### config.mk
export PLATFORM = sky130hd
export DESIGN_NAME = alu_seq_flat
export DESIGN_NICKNAME = d
export VERILOG_FILES = /design/src/rtl/alu_pkg.sv /design/src/rtl/alu_seq_if.sv /design/src/rtl/alu_seq_gf_xtime.sv /design/src/rtl/alu_seq.sv /design/src/flat_wrapper.sv
export SDC_FILE = /design/constraint.sdc
export NUM_CORES = 1
export LEC_CHECK = 0
export CAP_MARGIN = 20
export CORE_MARGIN = 2
export CORE_UTILIZATION = 44
export DETAILED_ROUTE_END_ITERATION = 8
export GPL_TIMING_DRIVEN = 0
export PLACE_DENSITY = 0.72
export SLEW_MARGIN = 10
export SYNTH_ARGS = -nofsm -noshare
export SYNTH_HDL_FRONTEND = slang
export SYNTH_HIERARCHICAL = 1
export SYNTH_SLANG_ARGS = --single-unit
### constraint.sdc
create_clock -name i_clk -period 3.4 [get_ports i_clk]
set_input_delay 0.51 -clock i_clk [delete_from_list [all_inputs] [get_ports i_clk]]
set_output_delay 0.51 -clock i_clk [all_outputs]
set_load 0.005 [all_outputs]
### src/rtl/alu_pkg.sv
// alu_pkg: shared types and constants for the sequential ALU.
//   alu_op_e    - 3-bit operation codes
//   alu_state_e - control FSM states
//   DefaultPoly - AES reduction polynomial (x^8 implicit)
package alu_pkg;

  typedef enum logic [2:0] {
    OpAnd   = 3'b000,
    OpOr    = 3'b001,
    OpXor   = 3'b010,
    OpAdd   = 3'b011,
    OpSub   = 3'b100,
    OpRotl  = 3'b101,
    OpGfmul = 3'b110,
    OpXtime = 3'b111
  } alu_op_e;

  typedef enum logic [0:0] {
    StIdle = 1'b0,
    StMul  = 1'b1
  } alu_state_e;

  localparam logic [7:0] DefaultPoly = 8'h1B;

endpackage

### src/rtl/alu_seq_if.sv
// alu_seq_if: operand and result handshake bundle for alu_seq.
//   in_valid/in_ready               - operand handshake (source -> ALU)
//   operand_a/operand_b/alu_op      - operands and operation code
//   out_valid/out_ready             - result handshake (ALU -> consumer)
//   result/zero/carry               - registered result and flags
// master: the round controller side; slave: the ALU.
interface alu_seq_if
  import alu_pkg::*;
#(
  parameter int unsigned WIDTH = 8
);

  logic             in_valid;
  logic             in_ready;
  logic [WIDTH-1:0] operand_a;
  logic [WIDTH-1:0] operand_b;
  alu_op_e          alu_op;
  logic             out_valid;
  logic             out_ready;
  logic [WIDTH-1:0] result;
  logic             zero;
  logic             carry;

  modport master (
    output in_valid, operand_a, operand_b, alu_op, out_ready,
    input  in_ready, out_valid, result, zero, carry
  );

  modport slave (
    input  in_valid, operand_a, operand_b, alu_op, out_ready,
    output in_ready, out_valid, result, zero, carry
  );

endinterface

### src/rtl/alu_seq_gf_xtime.sv
// gf_xtime: multiply by x in GF(2^WIDTH), reducing by POLY (x^WIDTH implicit).
//   i_a - field element in
//   o_y - i_a * x mod POLY
module gf_xtime
  import alu_pkg::*;
#(
  parameter int unsigned      WIDTH = 8,
  parameter logic [WIDTH-1:0] POLY  = WIDTH'(DefaultPoly)
) (
  input  logic [WIDTH-1:0] i_a,
  output logic [WIDTH-1:0] o_y
);

  assign o_y = {i_a[WIDTH-2:0], 1'b0} ^ (i_a[WIDTH-1] ? POLY : '0);

endmodule

### src/rtl/alu_seq.sv
// alu_seq: sequential ALU with registered result/flags behind a valid/ready output.
//   i_clk  - clock, rising edge
//   i_rst  - synchronous active-high reset
//   io_bus - alu_seq_if.slave: operand handshake in, result handshake out
// Single-cycle ops land in the output register on the accepting edge. GFMUL
// latches its operands and iterates MSB-first over b for WIDTH cycles, sharing
// the one gf_xtime instance with the XTIME op.
module alu_seq
  import alu_pkg::*;
#(
  parameter int unsigned      WIDTH = 8,
  parameter logic [WIDTH-1:0] POLY  = WIDTH'(DefaultPoly)
) (
  input  logic       i_clk,
  input  logic       i_rst,
  alu_seq_if.slave   io_bus
);

  localparam int unsigned      CntW     = $clog2(WIDTH + 1);
  localparam logic [CntW-1:0]  CntInit  = CntW'(WIDTH);
  localparam logic [WIDTH-1:0] WidthMod = WIDTH'(WIDTH);

  alu_state_e       r_state, w_state_d;
  logic [CntW-1:0]  r_cnt, w_cnt_d;
  logic [WIDTH-1:0] r_a, w_a_d;
  logic [WIDTH-1:0] r_b, w_b_d;
  logic [WIDTH-1:0] r_acc, w_acc_d;
  logic [WIDTH-1:0] r_result, w_result_d;
  logic             r_zero, w_zero_d;
  logic             r_carry, w_carry_d;
  logic             r_out_valid, w_out_valid_d;

  logic             w_in_ready;
  logic             w_accept;
  logic             w_drain;
  alu_op_e          w_op;

  logic [WIDTH:0]   w_sum;
  logic [WIDTH:0]   w_diff;
  logic [WIDTH-1:0] w_amt;
  logic [WIDTH-1:0] w_single;
  logic             w_single_carry;

  logic [WIDTH-1:0] w_xt_in;
  logic [WIDTH-1:0] w_xt_out;
  logic [WIDTH-1:0] w_mul_step;

  assign w_op       = io_bus.alu_op;
  // Only accept when the output slot is free or being drained this very edge.
  assign w_in_ready = !i_rst && (r_state == StIdle) && (!r_out_valid || io_bus.out_ready);
  assign w_accept   = io_bus.in_valid && w_in_ready;
  assign w_drain    = r_out_valid && io_bus.out_ready;

  // Shared xtime: fed by the accumulator while multiplying, else by operand_a.
  assign w_xt_in = (r_state == StMul) ? r_acc : io_bus.operand_a;

  gf_xtime #(
    .WIDTH (WIDTH),
    .POLY  (POLY)
  ) u_xtime (
    .i_a (w_xt_in),
    .o_y (w_xt_out)
  );

  assign w_mul_step = w_xt_out ^ (r_b[WIDTH-1] ? r_a : '0);

  // Single-cycle datapath.
  always_comb begin
    w_sum          = {1'b0, io_bus.operand_a} + {1'b0, io_bus.operand_b};
    w_diff         = {1'b0, io_bus.operand_a} - {1'b0, io_bus.operand_b};
    w_amt          = io_bus.operand_b % WidthMod;
    w_single       = '0;
    w_single_carry = 1'b0;
    unique case (w_op)
      OpAnd:   w_single = io_bus.operand_a & io_bus.operand_b;
      OpOr:    w_single = io_bus.operand_a | io_bus.operand_b;
      OpXor:   w_single = io_bus.operand_a ^ io_bus.operand_b;
      OpAdd: begin
        w_single       = w_sum[WIDTH-1:0];
        w_single_carry = w_sum[WIDTH];
      end
      OpSub: begin
        // Extended-width MSB of a-b is the borrow.
        w_single       = w_diff[WIDTH-1:0];
        w_single_carry = w_diff[WIDTH];
      end
      // Right shift by WIDTH yields 0, so amt==0 needs no special case.
      OpRotl:  w_single = (io_bus.operand_a << w_amt) |
                          (io_bus.operand_a >> (WidthMod - w_amt));
      OpGfmul: w_single = '0;
      OpXtime: w_single = w_xt_out;
    endcase
  end

  // Next-state logic for the FSM and the output register.
  always_comb begin
    w_state_d     = r_state;
    w_cnt_d       = r_cnt;
    w_a_d         = r_a;
    w_b_d         = r_b;
    w_acc_d       = r_acc;
    w_result_d    = r_result;
    w_zero_d      = r_zero;
    w_carry_d     = r_carry;
    w_out_valid_d = r_out_valid;

    if (w_drain) begin
      w_out_valid_d = 1'b0;
    end

    unique case (r_state)
      StIdle: begin
        if (w_accept) begin
          if (w_op == OpGfmul) begin
            w_state_d = StMul;
            w_a_d     = io_bus.operand_a;
            w_b_d     = io_bus.operand_b;
            w_acc_d   = '0;
            w_cnt_d   = CntInit;
          end else begin
            w_result_d    = w_single;
            w_zero_d      = (w_single == '0);
            w_carry_d     = w_single_carry;
            w_out_valid_d = 1'b1;
          end
        end
      end
      StMul: begin
        w_acc_d = w_mul_step;
        w_b_d   = {r_b[WIDTH-2:0], 1'b0};
        w_cnt_d = r_cnt - CntW'(1);
        // Output slot is guaranteed empty here: it was free or drained at accept.
        if (r_cnt == CntW'(1)) begin
          w_state_d     = StIdle;
          w_cnt_d       = '0;
          w_result_d    = w_mul_step;
          w_zero_d      = (w_mul_step == '0);
          w_carry_d     = 1'b0;
          w_out_valid_d = 1'b1;
        end
      end
      default: w_state_d = StIdle;
    endcase
  end

  always_ff @(posedge i_clk) begin
    if (i_rst) begin
      r_state     <= StIdle;
      r_cnt       <= '0;
      r_a         <= '0;
      r_b         <= '0;
      r_acc       <= '0;
      r_result    <= '0;
      r_zero      <= 1'b0;
      r_carry     <= 1'b0;
      r_out_valid <= 1'b0;
    end else begin
      r_state     <= w_state_d;
      r_cnt       <= w_cnt_d;
      r_a         <= w_a_d;
      r_b         <= w_b_d;
      r_acc       <= w_acc_d;
      r_result    <= w_result_d;
      r_zero      <= w_zero_d;
      r_carry     <= w_carry_d;
      r_out_valid <= w_out_valid_d;
    end
  end

  assign io_bus.in_ready  = w_in_ready;
  assign io_bus.out_valid = r_out_valid;
  assign io_bus.result    = r_result;
  assign io_bus.zero      = r_zero;
  assign io_bus.carry     = r_carry;

endmodule

### src/flat_wrapper.sv
// flat-port wrapper written by rule: the top's interface ports become plain ports
module alu_seq_flat import alu_pkg::*;
#(
  parameter int unsigned      WIDTH = 8,
  parameter logic [WIDTH-1:0] POLY  = WIDTH'(DefaultPoly)
)
  (i_clk, i_rst, io_bus_in_valid, io_bus_operand_a, io_bus_operand_b, io_bus_alu_op, io_bus_out_ready, io_bus_in_ready, io_bus_out_valid, io_bus_result, io_bus_zero, io_bus_carry);
  alu_seq_if #(.WIDTH(WIDTH)) io_bus_i ();
  input  logic i_clk;
  input  logic i_rst;
  input wire logic [$bits(io_bus_i.in_valid)-1:0] io_bus_in_valid;
  input wire logic [$bits(io_bus_i.operand_a)-1:0] io_bus_operand_a;
  input wire logic [$bits(io_bus_i.operand_b)-1:0] io_bus_operand_b;
  input wire logic [$bits(io_bus_i.alu_op)-1:0] io_bus_alu_op;
  input wire logic [$bits(io_bus_i.out_ready)-1:0] io_bus_out_ready;
  output wire logic [$bits(io_bus_i.in_ready)-1:0] io_bus_in_ready;
  output wire logic [$bits(io_bus_i.out_valid)-1:0] io_bus_out_valid;
  output wire logic [$bits(io_bus_i.result)-1:0] io_bus_result;
  output wire logic [$bits(io_bus_i.zero)-1:0] io_bus_zero;
  output wire logic [$bits(io_bus_i.carry)-1:0] io_bus_carry;
  assign io_bus_i.in_valid = io_bus_in_valid;
  assign io_bus_i.operand_a = io_bus_operand_a;
  assign io_bus_i.operand_b = io_bus_operand_b;
  assign io_bus_i.alu_op = io_bus_alu_op;
  assign io_bus_i.out_ready = io_bus_out_ready;
  assign io_bus_in_ready = io_bus_i.in_ready;
  assign io_bus_out_valid = io_bus_i.out_valid;
  assign io_bus_result = io_bus_i.result;
  assign io_bus_zero = io_bus_i.zero;
  assign io_bus_carry = io_bus_i.carry;
  alu_seq #(.WIDTH(WIDTH), .POLY(POLY)) u_core (.i_clk(i_clk), .i_rst(i_rst), .io_bus(io_bus_i));
endmodule
# After elaboration in Yosys (flattened, before gate mapping)
# Index checks and enable logic that the tools add are counted.
# classes
shifts,2
bitwise_logic,7
n_mux,36
eq_ne,12
n_addsub,4
n_reduce_logical,13
# op_table
op,count
two-way mux 8 bit,9
one-hot mux 8 bit (8 select lines),1
one-hot mux 8 bit (2 select lines),3
XOR 8 bit,3
zero test 8 bit,2
OR 8 bit,2
two-way mux 1 bit,13
"== test 3 bit, second input constant",4
two-way mux 4 bit,3
one-hot mux 1 bit (2 select lines),5
adder 8 x 8 -> 9 bit,1
subtractor 8 x 8 -> 9 bit,1
bitwise AND 8 bit,1
one-hot mux 4 bit (2 select lines),1
left shift 8 x 3 -> 8 bit,1
right shift 8 x 8 -> 8 bit,1
"== test 3 x 2 -> 1 bit, second input constant",2
"!= test 2 bit, second input constant",3
AND reduction 3 bit,2
two-way mux 5 bit,1
"subtractor 4 x 3 -> 5 bit, first input constant",1
"== test 4 x 1 -> 1 bit, second input constant",1
logical AND 1 bit,4
"subtractor 4 x 1 -> 4 bit, second input constant",1
7 further kinds,8
# word_totals
ff_bits,40
elab_cells,83
out_inout_bits,12

# Depth between registers and ports, before layout
# Gate-level depths: netlist of run 1.
# logic_depth
ltp_word,8
depth_mapped,13

# Modules after synthesis
# Netlist of run 1, hierarchy kept.
# by_module_without_submodules
module,area_per_inst_um2,seq_area_each_um2,cells_each,instances
alu_seq,3814.9,800.8,513,1
gf_xtime,63.8,0.0,8,1

# Worst setup path after synthesis of run 1
# No wires, ideal clock.
# synth_timing
path_kind,in2reg
start,input port io_bus_operand_b[0]
end,"register u_core.r_zero, in the netlist u_core/io_bus.zero"
t_required_ps,3284
slack_ps,597
setup_ps,116
arrival_time_ps,2687
path_stages,12
path_cell_list,buf_6 -> buf_4 -> inv_1 -> ha_1 -> buf_2 -> xor2_1 -> mux2_1 -> o32a_1 -> a21oi_1 -> o32a_2 -> nor4_2 -> a41o_1
# synth_via
elab_chain_cells,8
elab_cells_between_ends,14
# synth_lines
item,line,source
from (decl),flat_wrapper.sv:13,input wire logic [$bits(io_bus_i.operand_b)-1:0] io_bus_operand_b;
subtractor 4 x 3 -> 5 bit,alu_seq.sv:89,(io_bus.operand_a >> (WidthMod - w_amt));
right shift 8 x 8 -> 8 bit,alu_seq.sv:89,
OR 8 bit,alu_seq.sv:88,OpRotl: w_single = (io_bus.operand_a << w_amt) |
one-hot mux 8 bit (8 select lines) *,alu_seq.sv:74,unique case (w_op)
zero test 8 bit *,alu_seq.sv:122,w_zero_d = (w_single == '0);
two-way mux 1 bit *,alu_seq.sv:114,if (w_op == OpGfmul) begin
two-way mux 1 bit *,alu_seq.sv:113,if (w_accept) begin
one-hot mux 1 bit (2 select lines) *,alu_seq.sv:111,unique case (r_state)
to (signal assigned),alu_seq.sv:164,r_zero <= w_zero_d;
to (decl),alu_seq.sv:29,"logic r_zero, w_zero_d;"
# Every way passes the cells marked *; elsewhere a longest branch is shown, timed or not. The select of a mux whose other input is x is not followed.
# A chain may end at the register's enable or synchronous reset.

# Worst setup path in the final report of run 1
# layout_timing
start,input port io_bus_operand_a[2]
end,"register u_core.r_zero, in the netlist u_core/io_bus.zero"
# layout_via
elab_chain_cells,7
elab_cells_between_ends,18
# layout_lines
item,line,source
from (decl),flat_wrapper.sv:12,input wire logic [$bits(io_bus_i.operand_a)-1:0] io_bus_operand_a;
branches (longest 6 deep; another with subtractor 8 x 8 -> 9 bit),n/a,
one-hot mux 1 bit (2 select lines) *,alu_seq.sv:111,
# Mark *: on every way between the ends. The select of a mux whose other input is x is not followed.

==> results.sh, run 1 <==
export IMPL_async_flop_share_pct=0
export IMPL_fillCellCount=821
export IMPL_ys_ff_latch=40
export IMPL_grt_max_degree=14
export IMPL_synth_nets=574
export IMPL_gp_congestion=0.945
export IMPL_cts_hold_fix_buffers=0
export IMPL_synth_flop_cell="dfxtp_1"
export IMPL_hold_class="reg2reg"
export IMPL_cts_repair_resized=4
export IMPL_antenna_diode_count=0
export IMPL_fin_ws_ns=0.155
export IMPL_placement_io_buffers=31
export IMPL_synth_area_um2=3880
export IMPL_routed_wl_mm=12.4
export IMPL_cts_tree="built"
export IMPL_worst_pin_slew_ns=0.651
export IMPL_cts_sinks=40
export IMPL_crit_slowest_cell="clkdlybuf4s50_1"
export IMPL_rows=34
export IMPL_required_ns=3.64
export IMPL_die_area_um2=9580
export IMPL_cts_buffer_depth=2
export IMPL_layout_area_seq_um2=802
export IMPL_pre_cts_ws_ns=-0.522
export IMPL_ys_seq_area_share_pct=20.6
export IMPL_ant_nets=0
export IMPL_grt_pass1_wl_mm=19.7
export IMPL_finalCritPeriodShare_pct=95.5
export IMPL_synth_area_per_cell_um2=7.44
export IMPL_synth_warnings=6
export IMPL_final_layout_size_suffix_gt1_share_pct=10.4
export IMPL_p_leak_nw=1.74
export IMPL_h_tree_depth=2
export IMPL_path_class="in2reg"
export IMPL_max_stage_delay_ns=0.72
export IMPL_root_buffer="clkbuf_8"
export IMPL_path_max_fanout=8
export IMPL_grt_pass1_vias=3790
export IMPL_dp_hpwl_mm=9.51
export IMPL_gr_total_overflow=0
export IMPL_crit_arrival_ns=3.49
export IMPL_startpoint="io_bus_operand_a[2]"
export IMPL_critPathCapture="u_core/io_bus.zero"
export IMPL_drt_iter0_markers=310
export IMPL_rr_startpoint="u_core/r_state"
export IMPL_io_pins=35
export IMPL_status="finished, final reports clean"
export IMPL_core_um2=8640
export IMPL_cts_buffers=5
export IMPL_antenna_found_initial=0
export IMPL_num_vias=4137
export IMPL_start_kind="primary input"
export IMPL_timing_fmax_mhz=308
export IMPL_hold_viol=0
export IMPL_synth_distinct_cells=69
export IMPL_wl_per_cell_um=18.6
export IMPL_period_needed_ns=3.25
export IMPL_syn_inst=521
export IMPL_timing_setup_tns_ns=0
export IMPL_skew_ns=0.00622
export IMPL_synth_edf_count=0
export IMPL_track_usage_pct=25.5
export IMPL_r2r_end="u_core/io_bus.zero"
export IMPL_die_x_um=97.9
export IMPL_worstRegToRegCells=11
export IMPL_drv_slew=0
export IMPL_cts_setup_buffers=0
export IMPL_r2r_setup_slack_ns=0.37
export IMPL_p_total_mw=1.35
export IMPL_cap_violations=0
export IMPL_chipHeight_um=97.9
export IMPL_path_clk_slew_ns=0.08
export IMPL_slew_headroom_pct=56.3
export IMPL_crit_cells=11
export IMPL_power_density_nw_per_um2=302
export IMPL_rsz0062_at_grt="false"
export IMPL_drt_first_pass_iters=5
export IMPL_critPathTopFamily="compound AO/OA/AOI/OAI gates"
export IMPL_multi_input_comb_area_um2=2810
export IMPL_nNetsFinal=610
export IMPL_finalSetupViolCount=0
export IMPL_end_kind="flip-flop"
export IMPL_vdd_drop_max_mv=0.197
export IMPL_drc=0
export IMPL_start_util_pct=44.9
export IMPL_via_per_inst=6.21
export IMPL_crit_chain="clkdlybuf4s50_1 > inv_1 > ha_1 > buf_2 > nor2_1 > o31ai_1 > o211a_1 > a21oi_1 > o32a_1 > nor4_2 > a41o_1"
export IMPL_worst_path_buf_inv=3
export IMPL_clk_latency_ns=0.29
export IMPL_area_growth_syn_to_layout_pct=15.2
how the worst min path moves through the flow:
| stage | startpoint | to | slack, ns | cells past startpoint |
|---|---|---|---|---|
| 2_1_floorplan | u_core/r_a[0] | u_core/r_a[0] | 0.44 | 2 |
| 3_3_place_gp | u_core/r_b[2] | u_core/r_b[2] | 0.44 | 2 |
| 3_5_place_dp | u_core/r_b[5] | u_core/r_b[5] | 0.45 | 2 |
| 4_1_cts | u_core/r_acc[7] | u_core/r_acc[7] | 0.46 | 2 |
| 5_1_grt | u_core/io_bus.result[4] | u_core/io_bus.result[4] | 0.48 | 2 |
| 6_report | u_core/r_b[5] | u_core/r_b[5] | 0.46 | 2 |
worst min-delay path: stages, from the launching register on:
cell and delay (ns):
dfxtp_1 0.31, nand2_1 0.05, a21oi_1 0.05
cell type report:
class / count / area share, %
well taps: 108 / 3.02
clock inverters: 3 / 0.952
plain buffers: 35 / 4.20
repair buffers: 31 / 6.94
clock buffers: 5 / 1.54
multi-input cells: 416 / 63.0
inverters: 28 / 2.44
flip-flops and latches: 40 / 18.0
Yosys cell counts (4+ instances only):
cell type / instances / area (um^2)
a211oi_1: 6 / 45.0
a21o_1: 4 / 30.0
a21oi_1: 49 / 245
a221oi_1: 6 / 52.6
a22oi_1: 9 / 67.6
a311oi_1: 7 / 61.3
a31oi_1: 5 / 31.3
buf_2: 9 / 45.0
buf_4: 6 / 45.0
clkbuf_1: 18 / 67.6
dfxtp_1: 40 / 801
ha_1: 28 / 350
inv_1: 27 / 101
mux2i_1: 11 / 110
nand2_1: 70 / 263
nand2b_1: 11 / 68.8
nand3_1: 12 / 60.1
nand3b_1: 5 / 37.5
nor2_1: 46 / 173
nor2b_1: 9 / 56.3
nor3_1: 15 / 75.1
nor4_1: 4 / 25.0
o211a_1: 4 / 40.0
o211ai_1: 6 / 45.0
o21a_1: 4 / 30.0
o21ai_0: 33 / 165
o22a_1: 4 / 35.0
xnor2_1: 10 / 87.6
xor2_1: 5 / 43.8
placed cells by master (no fill, tap or decap), drive strengths merged, types with 12 or more instances in the layout:
master	count
nand2	71
buf	18
ha	28
clkdlybuf4s50	25
nand3	12
a21oi	49
nor3	16
o21ai	34
dfxtp	40
nor2	46
clkbuf	24
inv	27
kinds of logic after synthesis:
group           count (synthesis)  share of synthesized area, %
compound gates                161                          27.9
fa+ha+maj                      30                          10.1
buf+inv                        65                          7.64
mux                            21                          7.19
simple gates                  189                          23.2
xor+xnor                       15                          3.39
flops                          40                          20.6
state kept, by name, indices dropped and copies added, names as in the netlist:
| name | cells |
|---|---|
| u_core/io_bus.result | 8 |
| u_core/r_a | 8 |
| u_core/r_acc | 8 |
| u_core/r_b | 8 |
| u_core/r_cnt | 4 |
| u_core/io_bus.carry | 1 |
| u_core/io_bus.out_valid | 1 |
| u_core/io_bus.zero | 1 |
| u_core/r_state | 1 |
report_power, final:
group          internal (mW)  switching, mW  leakage (nW)
combinational          0.195          0.278          1.36
clock                  0.217          0.167        0.0541
sequential             0.483        0.00862         0.325
total                  0.894          0.453          1.74
metrics by stage:
stage / std cells / util, % / hold slack (ns) / area (um^2)
after floorplan: 521 / - / 0.436 / 3880
after global placement: 660 / 50.1 / 0.443 / 4320
after CTS: 668 / 51.4 / 0.461 / 4440
after detailed placement: 660 / 50.1 / 0.449 / 4320
after global routing: 666 / 51.7 / 0.477 / 4470
final: 666 / 51.7 / 0.460 / 4470
metal layers:
metal | part of all wire (%) | global-route usage (%)
met3 | 7.8 | 4.37
met1 | 44 | 34.9
met4 | 2.1 | 6.41
met5 | 0 | 0
met2 | 46 | 41.8
Note: power is estimated with default switching activity, not from simulation.
==> run 2, diff against run 1 <==
Settings changed: SLEW_MARGIN 10 to unset.
==> results of run 2 <==
Final layout, timing and power as in run 1 (identical DEF).
